[src/rtl/tc_fifo_queue.sv]
// Synchronous FIFO with registered read port, count and full/empty flags.
// Optional sticky overflow/underflow flag `err` enabled by TC_FIFO_ERR_FLAG_EN.
module tc_fifo_queue #(
    parameter int    UUID      = 0,
    parameter string NAME      = "",
    parameter int    BIT_WIDTH = 8,
    parameter int    DEPTH     = 4
) (
    input  logic                       clk,
    input  logic                       rst,
    input  logic                       push,
    input  logic                       pop,
    input  logic [BIT_WIDTH-1:0]       in,
    output logic [BIT_WIDTH-1:0]       out,
    output logic [$clog2(DEPTH):0]     count,
    output logic                       full,
`ifdef TC_FIFO_ERR_FLAG_EN
    output logic                       empty,
    output logic                       err
`else
    output logic                       empty
`endif
);

    localparam int PW = $clog2(DEPTH);
    localparam int CW = PW + 1;

    // Identification parameters carry no hardware; this block never elaborates.
    if ((UUID < 0) && (NAME == "__unused__")) begin : g_id_tag
    end

    logic [BIT_WIDTH-1:0] mem [DEPTH];
    logic [BIT_WIDTH-1:0] out_q, out_d;
    logic [PW-1:0]        rp_q, rp_d;
    logic [PW-1:0]        wp_q, wp_d;
    logic [CW-1:0]        count_q, count_d;
    logic                 push_ok, pop_ok;

    assign full  = (count_q == CW'(DEPTH));
    assign empty = (count_q == '0);
    assign count = count_q;
    assign out   = out_q;

    always_comb begin
        push_ok = push && (!full || pop);
        pop_ok  = pop && !empty;
        out_d   = out_q;
        rp_d    = rp_q;
        wp_d    = wp_q;
        count_d = count_q;
        if (pop_ok) begin
            out_d = mem[rp_q];
            rp_d  = rp_q + PW'(1);
        end
        if (push_ok) begin
            wp_d = wp_q + PW'(1);
        end
        if (push_ok && !pop_ok) begin
            count_d = count_q + CW'(1);
        end else if (pop_ok && !push_ok) begin
            count_d = count_q - CW'(1);
        end
    end

    always_ff @(posedge clk or posedge rst) begin
        if (rst) begin
            out_q   <= '0;
            rp_q    <= '0;
            wp_q    <= '0;
            count_q <= '0;
        end else begin
            out_q   <= out_d;
            rp_q    <= rp_d;
            wp_q    <= wp_d;
            count_q <= count_d;
        end
    end

    // Storage is deliberately unreset; a push at full+pop overwrites the slot
    // whose old value is read out on the same edge.
    always_ff @(posedge clk) begin
        if (push_ok) begin
            mem[wp_q] <= in;
        end
    end

`ifdef TC_FIFO_ERR_FLAG_EN
    logic err_q, err_d;

    always_comb begin
        err_d = err_q | (push && full && !pop) | (pop && empty);
    end

    always_ff @(posedge clk or posedge rst) begin
        if (rst) begin
            err_q <= 1'b0;
        end else begin
            err_q <= err_d;
        end
    end

    assign err = err_q;
`endif

endmodule

[config.mk]
export PLATFORM = sky130hd
export DESIGN_NAME = tc_fifo_queue
export DESIGN_NICKNAME = d
export VERILOG_FILES = /design/src/rtl/tc_fifo_queue.sv
export SDC_FILE = /design/constraint.sdc
export NUM_CORES = 1
export LEC_CHECK = 0
export CAP_MARGIN = 20
export CORE_ASPECT_RATIO = 1.25
export CORE_MARGIN = 4
export CORE_UTILIZATION = 45
export CTS_BUF_LIST = sky130_fd_sc_hd__clkbuf_16
export CTS_CLUSTER_DIAMETER = 200
export DETAILED_ROUTE_END_ITERATION = 12
export GPL_TIMING_DRIVEN = 0
export PLACE_DENSITY = 0.67
export SYNTH_ARGS = -nofsm -noshare
export SYNTH_HDL_FRONTEND = slang
export SYNTH_SLANG_ARGS = --single-unit
[constraint.sdc]
create_clock -name clk -period 2.5 [get_ports clk]
set_input_delay 0.25 -clock clk [delete_from_list [all_inputs] [get_ports clk]]
set_output_delay 0.25 -clock clk [all_outputs]
set_load 0.005 [all_outputs]
# ---- After elaboration in Yosys (flattened, before gate mapping)
# Memories as Yosys holds them, arrays and structs flattened. A register that Yosys moved wholly into a read port is not among the register bits.
# Cells that the tools add are included.
dict set report classes {
  addsub 4
  n_eq_ne 1
  mux 4
  n_reduce_logical 11
}
# operator count
set ops {}
lappend ops {{3-bit 2-to-1 mux} 2}
lappend ops {{2-bit by 1-bit adder with 2-bit output, second input constant} 2}
lappend ops {{1-bit logical AND} 4}
lappend ops {{1-bit zero test} 4}
lappend ops {{3-bit by 1-bit adder with 3-bit output, second input constant} 1}
lappend ops {{3-bit equality test, second input constant} 1}
lappend ops {{3-bit zero test} 1}
lappend ops {{3-bit by 1-bit subtractor with 3-bit output, second input constant} 1}
lappend ops {{1-bit 2-to-1 mux} 2}
lappend ops {{2-bit nonzero test} 1}
lappend ops {{1-bit logical OR} 1}
dict set report word_totals {
  ff_bits 7
  mem_bits_rw 32
  in_bits 12
  memories 1
}
# name depth width rd rd_ports_with_merged_regs write_ports line_no
set mem_list {}
lappend mem_list {mem 4 8 1 1 1 32} ;# logic [BIT_WIDTH-1:0] mem [DEPTH];

# ---- Logic depth before layout (Yosys ltp)
# Gate-level depths: netlist (run 1).
dict set report depth {
  ltp_word 8
  depth_mapped 8
  ltp_nobuf 8
}

# ---- Least setup slack after synthesis (run 1)
# Ideal clock, no wire load.
dict set report synth_timing {
  kind {register to register}
  startpoint {reg count_q[0], in the netlist count[0]}
  endpoint {reg count_q[2], in the netlist count[2]}
  setup_ns 0.079
  arrival_time_ns 1.969
  t_required_ns 2.421
  path_slack_ns 0.452
  stages_incl_launch_ff 9
  n_path_buf 1
  period_less_slack_ns 2.048
  cell_sequence {dfrtp_1 > o31ai_1 > buf_4 > ha_1 > inv_1 > fa_1 > xor2_1 > nor2_1 > xor2_1}
}
dict set report synth_between {
  elab_chain_len 7
  elab_cells_between_ends 16
}
# item line_no
set synth_rtl {}
lappend synth_rtl {{start, declared} 36} ;# logic [CW-1:0] count_q, count_d;
lappend synth_rtl {{start signal, assigned} 75} ;# count_q <= count_d;
lappend synth_rtl {{branches (longest 7 deep; another with 3-bit by 1-bit subtractor with 3-bit output)} -}
# Parallel ways; which one is timed is not known. The select of a mux whose other input is x is not followed.
# A chain may end at the register's enable or synchronous reset.

# ---- Final worst setup path (run 1)
# Same ends and word-level chain as after synthesis.

==> out/qor.csv, run 1 <==
metric,value,unit
WL/cell,16.91,um
Reg-to-Reg Start,count[0],
Power Density,1164,nW/um^2
"Design Area, Final",2330,sq um
CTS tree,yes,
Final Power,2712,uW
Layout Nets,145,
status,finished clean,
ys async rst share,31.91,%
ranking of synthesized cells by area,"edfxtp_1 51%, dfrtp_1 20%, mux4_2 9.6%",
"Data required, critical path",2.71,ns
Fin. Hold Viols,0,
syn_nets,114,
TNS Setup,0,ns
Pins Over Slew Limit,0,
sequential fraction of the synthesis area,71.15,%
Reg-to-Reg End,count[2],
most frequent cells in the layout,"32 x edfxtp_1, 24 x clkdlybuf4s50_1, 15 x dfrtp_1",
"commonest non-fill, non-tap cell in the layout",edfxtp_1,
CORE AREA,4066,sq um
I/O Buffers,24,
Synth top area share,51.17,%
vias in the first global route,1010,
"Cell Area, Synth",1878,sq um
CTS Hold Bufs,0,
slew at the pin closest to its max-slew limit,0.6096,ns
max frequency,445.1,MHz
Ys Warns,0,
Setup Skew,0.003460,ns
Mapped Cells,96,
CTS root buf,clkbuf_16,
VDD IR-drop max,0.0006460,V
worst hold slack,0.3365,ns
First DRT Iteration DRCs,14,
first-pass GRT wire length,5.057,mm
largest net degree at the start of global routing,16,
CTS sink count,47,
initial antenna violation count,0,
vias per inst,4.886,
area grow syn2layout,24.05,%
period utilisation layout,89.87,%
syn avg cell area,19.56,sq um
Initial Util,46.18,%
CP Launch Type,flop,
io pins,25,
Routed WL,3.112,mm
crit path DAT,2.46,ns
Post-synth EDFFs,32,
# setup viols final,0,
global route overflow,0,
total CTS buffers,5,
cts repair resizes,0,
die area,5277,sq um
leak pwr,0.0008564,uW
Synth Flop Type,edfxtp_1,
ANT nets after route,0,
H-tree depth,2,
Placer Congestion,0.7323,
largest area contributor in the netlist,edfxtp_1,
worst skew pair latency,0.28,ns
n_diodes,0,
Rows,26,
post-CTS setup buffers,0,
via count,899,
critical path peak fanout,10,
max-cap check violation count,0,
die width,65.78,um
Yosys cell types,18,
"Reg clk slew, reported paths",0.06,ns
Clock Tree Buf Depth,2,
Residual DRC,0,
reg2reg path depth,8,
CP endpoint kind,flop,
global-route total usage across every layer,13.74,%
share of layout cells above drive strength 1,22.66,%
DR pass1 iterations,4,
Die Height,80.23,um
RSZ-0062 raised after global routing,false,
worst min path class,in2async,
relative slew slack,59.32,%
WS Path Type,reg2reg,
placed cell areas,2188,sq um
FF-to-FF setup slack,0.25,ns
#FFs+latches synth,47,
"Min Clock Period, post-route",2.247,ns
hpwl dp,2.064,mm
## sequential cells by signal, summed over array words and instances (netlist names)
name   flops
mem       32
out        8
count      3
rp_q       2
wp_q       2
## worst max-delay path by stage
stage | from | endpoint | depth (start not counted)
after detailed placement | count[0] | count[2] | 8
after global routing | count[0] | count[2] | 8
after CTS | count[0] | count[2] | 8
after global placement | count[0] | count[2] | 8
final | count[0] | count[2] | 8
after floorplan | count[0] | count[2] | 8
## Yosys cell counts, types with 2 or more instances
cell      number
xor2_1         3
and2_1         4
nor2_1         2
dfrtp_1       15
inv_1          6
mux4_2         8
ha_1           5
edfxtp_1      32
xnor2_1        3
mux2_2        10
## worst max-delay path, stage by stage, from the launching register on
cell,delay (ns)
dfrtp_1,0.47
o31ai_1,0.38
buf_4,0.27
ha_1,0.21
inv_1,0.06
fa_1,0.37
xor2_1,0.15
nor2_1,0.11
xor2_1,0.15
## power by group
| part | switching (uW) | total, uW | internal, uW |
|---|---|---|---|
| registers | 119 | 1200 | 1080 |
| logic | 354 | 886 | 532 |
| clock network | 263 | 628 | 364 |
| total | 737 | 2710 | 1980 |
## metrics by stage
step,util [%],worst slack (ns),instances
finish,57.29,0.2534,184
global route,57.29,0.1162,184
CTS,57.29,0.2114,184
detailed placement,53.82,0.2287,176
global placement,53.82,0.2743,176
floorplan,-,0.4515,96
## layout make-up
cell class                 count  area (sq um)
fill                         324          1737
sequential                    47          1336
multi-input combinational     40         496.7
timing repair buffer          24         240.2
clock buffer                   5         125.1
tap                           56         70.07
buffer                         3         22.52
inverter                       6         22.52
clock inverter                 3         16.27
## logic make-up after synthesis
| group | count (synthesis) | share of synthesized area (%) |
|---|---|---|
| buffers and inverters | 9 | 2.398 |
| muxes | 18 | 15.59 |
| adders and majority gates | 6 | 4.397 |
| DFF | 47 | 71.15 |
| AOI/OAI and AO/OA | 2 | 0.9994 |
| and+or+nand+nor | 8 | 2.664 |
| xor gates and xnor gates | 6 | 2.799 |
## per-layer routing
metal	part of all wire (%)	global-route usage (%)	wire length (um)	vias up
met5	0	0	0	-
met4	1.5	4.979	47	0
met3	3.4	4.476	107	6
met2	56	24.07	1734	17
met1	39	15.39	1222	456
li1	-	-	-	420
(Power assumes the default switching activity.)
==> run 2: changes to the inputs <==
- CORE_ASPECT_RATIO: 1.25 -> 1.5
==> run 2 against run 1 <==
Sequential power is essentially flat; sequential share of layout area grew 0.34 points; largest power group unchanged; non-clock buffer count is the same; critical path depth is the same; wire length shrank 7.5%; sequential cell count is the same; global-route usage shrank 0.76 points; first-iteration DRC count grew 100%; register-to-register slack gained 0.07 ns; die area grew 0.28%; hold slack gained 0.0014 ns; clock power shrank 3%.
==> out/qor.csv, run 2 (synthesis results as in run 1) <==
metric,value,unit,change
Fin. Hold Viols,0,,unchanged
Routed met3 length,173,um,+62%
CP Launch Type,flop,,
crit path DAT,2.38,ns,-0.08 ns
max frequency,459.0,MHz,+3.1%
Power Density,1161,nW/um^2,-0.27%
WS Path Type,reg2reg,,
CP Cell Sequence,o31ai_2 -> buf_4 -> ha_1 -> inv_1 -> fa_1 -> xor2_1 -> nor2_1 -> xor2_1,,
ANT nets after route,0,,unchanged
CP bufs+invs,2,,unchanged
multi-input logic area,501.7,sq um,+1.0%
Placed Cells,165,,-6.3%
crit path max-delay cell type,dfrtp_1,,
WL met1,1.137,mm,-7.0%
VDD IR-drop max,0.0007524,V,+16%
RSZ-0062 raised after global routing,false,,
Placer Congestion,0.7121,,-2.8%
worst min path class,in2async,,
max-cap check violation count,0,,unchanged
Residual DRC,0,,unchanged
Layout Nets,145,,unchanged
area grow syn2layout,23.32,%,
Top delay family on crit path,adder cells,,
vias per inst,5.197,,+6.4%
"Data required, critical path",2.71,ns,about the same
Clock Tree Buf Depth,2,,unchanged
global route overflow,0,,unchanged
worst skew pair latency,0.28,ns,about the same
first-pass GRT wire length,4.692,mm,-7.2%
CORE AREA,3994,sq um,-1.8%
via count,899,,unchanged
slew at the pin closest to its max-slew limit,0.6047,ns,-0.004900 ns
n_diodes,0,,unchanged
"Design Area, Final",2316,sq um,-0.59%
CTS sink count,47,,unchanged
"commonest non-fill, non-tap cell in the layout",edfxtp_1,,
period utilisation layout,87.15,%,-2.7 points
filler instances,330,,+1.9%
share of layout cells above drive strength 1,21.88,%,-0.78 points
Largest register FFs,32,,unchanged
die area,5292,sq um,+0.28%
hpwl dp,1.955,mm,-5.3%
global-route total usage across every layer,12.97,%,-0.76 points
critical path peak fanout,10,,unchanged
CP endpoint kind,flop,,
io pins,25,,unchanged
Pins Over Slew Limit,0,,unchanged
most frequent CP cell,xor2_1,,
leak pwr,0.0008563,uW,about the same
placed cell areas,2175,sq um,-0.63%
TNS Setup,0,ns,unchanged
total CTS buffers,5,,unchanged
register area,1336,sq um,unchanged
"Min Clock Period, post-route",2.179,ns,-0.06795 ns
CTS tree,yes,,
DR pass1 iterations,4,,unchanged
final std cells w/o fill,173,,-6.0%
Biggest register,mem,,
Routed WL,2.878,mm,-7.5%
H-tree depth,2,,unchanged
First DRT Iteration DRCs,28,,+14
largest net degree at the start of global routing,16,,unchanged
Initial Util,47.02,%,+0.84 points
CTS root buf,clkbuf_16,,
most frequent cells in the layout,"32 x edfxtp_1, 24 x clkdlybuf4s50_1, 15 x dfrtp_1",,
peak per-stage delay on the critical path,0.47,ns,about the same
relative slew slack,59.64,%,+0.33 points
vias in the first global route,960,,-5.0%
initial antenna violation count,0,,unchanged
met2 WL post-DR,1.507,mm,-13%
die width,60.75,um,-7.7%
"Reg clk slew, reported paths",0.06,ns,about the same
Rows,28,,+7.7%
Die Height,87.12,um,+8.6%
status,finished clean,,
WL/cell,16.64,um,-1.6%
# setup viols final,0,,unchanged
Setup Skew,0.002620,ns,-0.0008401 ns
Top Layer Used,met4,,
I/O Buffers,24,,unchanged
## run 2: cell count changes in the layout (fill, tap and decap cells not counted), sizes merged
cell	delta
clkinvlp	-1
clkinv	+1
## run 2: area by class of cell
| type | instances | area share, % |
|---|---|---|
| plain buffers | 3 | 0.9724 |
| clock buffers | 5 | 5.402 |
| clock inverters | 3 | 0.4862 |
| inverters | 6 | 0.9724 |
| multi-input cells | 40 | 21.66 |
| flip-flops and latches | 47 | 57.70 |
| well taps | 45 | 2.431 |
| repair buffers | 24 | 10.37 |
## run 2: repair_timing
action / 4_1_cts / 5_1_grt
resized for setup: 0 / 1
buffers inserted: 0 / 0
endpoints found under the setup margin: 0 / 1
hold buffers: 0 / 0
## run 2: report_power, final
part | internal (uW) | leakage [uW] | switching (uW)
Clock | 359 | 0.0000701 | 252
Combinational | 531 | 0.000318 | 344
Sequential | 1080 | 0.000469 | 123
## run 2: per-stage QoR
stage          power, uW  hold slack (ns)  util [%]  worst slack [ns]
6_report            2689           0.3379     57.99            0.3213
5_1_grt             2865           0.4245     57.99            0.1211
4_1_cts             2730           0.3792     57.86            0.1732
3_5_place_dp        2115           0.4976     54.45            0.1915
3_3_place_gp        2071           0.4872     54.45            0.2850
2_1_floorplan       1742           0.1515         -            0.4515
## run 2: path summary, 6_finish.rpt
path                          start        to  slack [ns]  cells past startpoint
max                        count[0]  count[2]        0.32                      8
min                             rst    out[4]        0.34                      2
max reg2reg                count[0]  count[2]        0.32                      8
min reg2reg                  out[3]    out[3]        0.50                      1
max in group asynchronous       rst   rp_q[1]        1.77                      2
min in group clk             out[3]    out[3]        0.50                      1
## run 2: per-layer routing
layer	global-route usage [%]	vias up
met3	4.599	7
met2	21.03	26
met5	0	-
met4	5.917	0
met1	15.10	450
li1	-	416
## run 2: worst reg2reg max path, stage by stage, from the launching register on
cell and delay, ns:
dfrtp_1 0.47, o31ai_2 0.33, buf_4 0.26, ha_1 0.21, inv_1 0.06, fa_1 0.37
xor2_1 0.15, nor2_1 0.11, xor2_1 0.15
==> run 3: changes to the inputs <==
- ABC_CLOCK_PERIOD_IN_PS: unset -> 2500
==> results of run 3 <==
Final layout, timing and power as in run 2 (identical DEF).
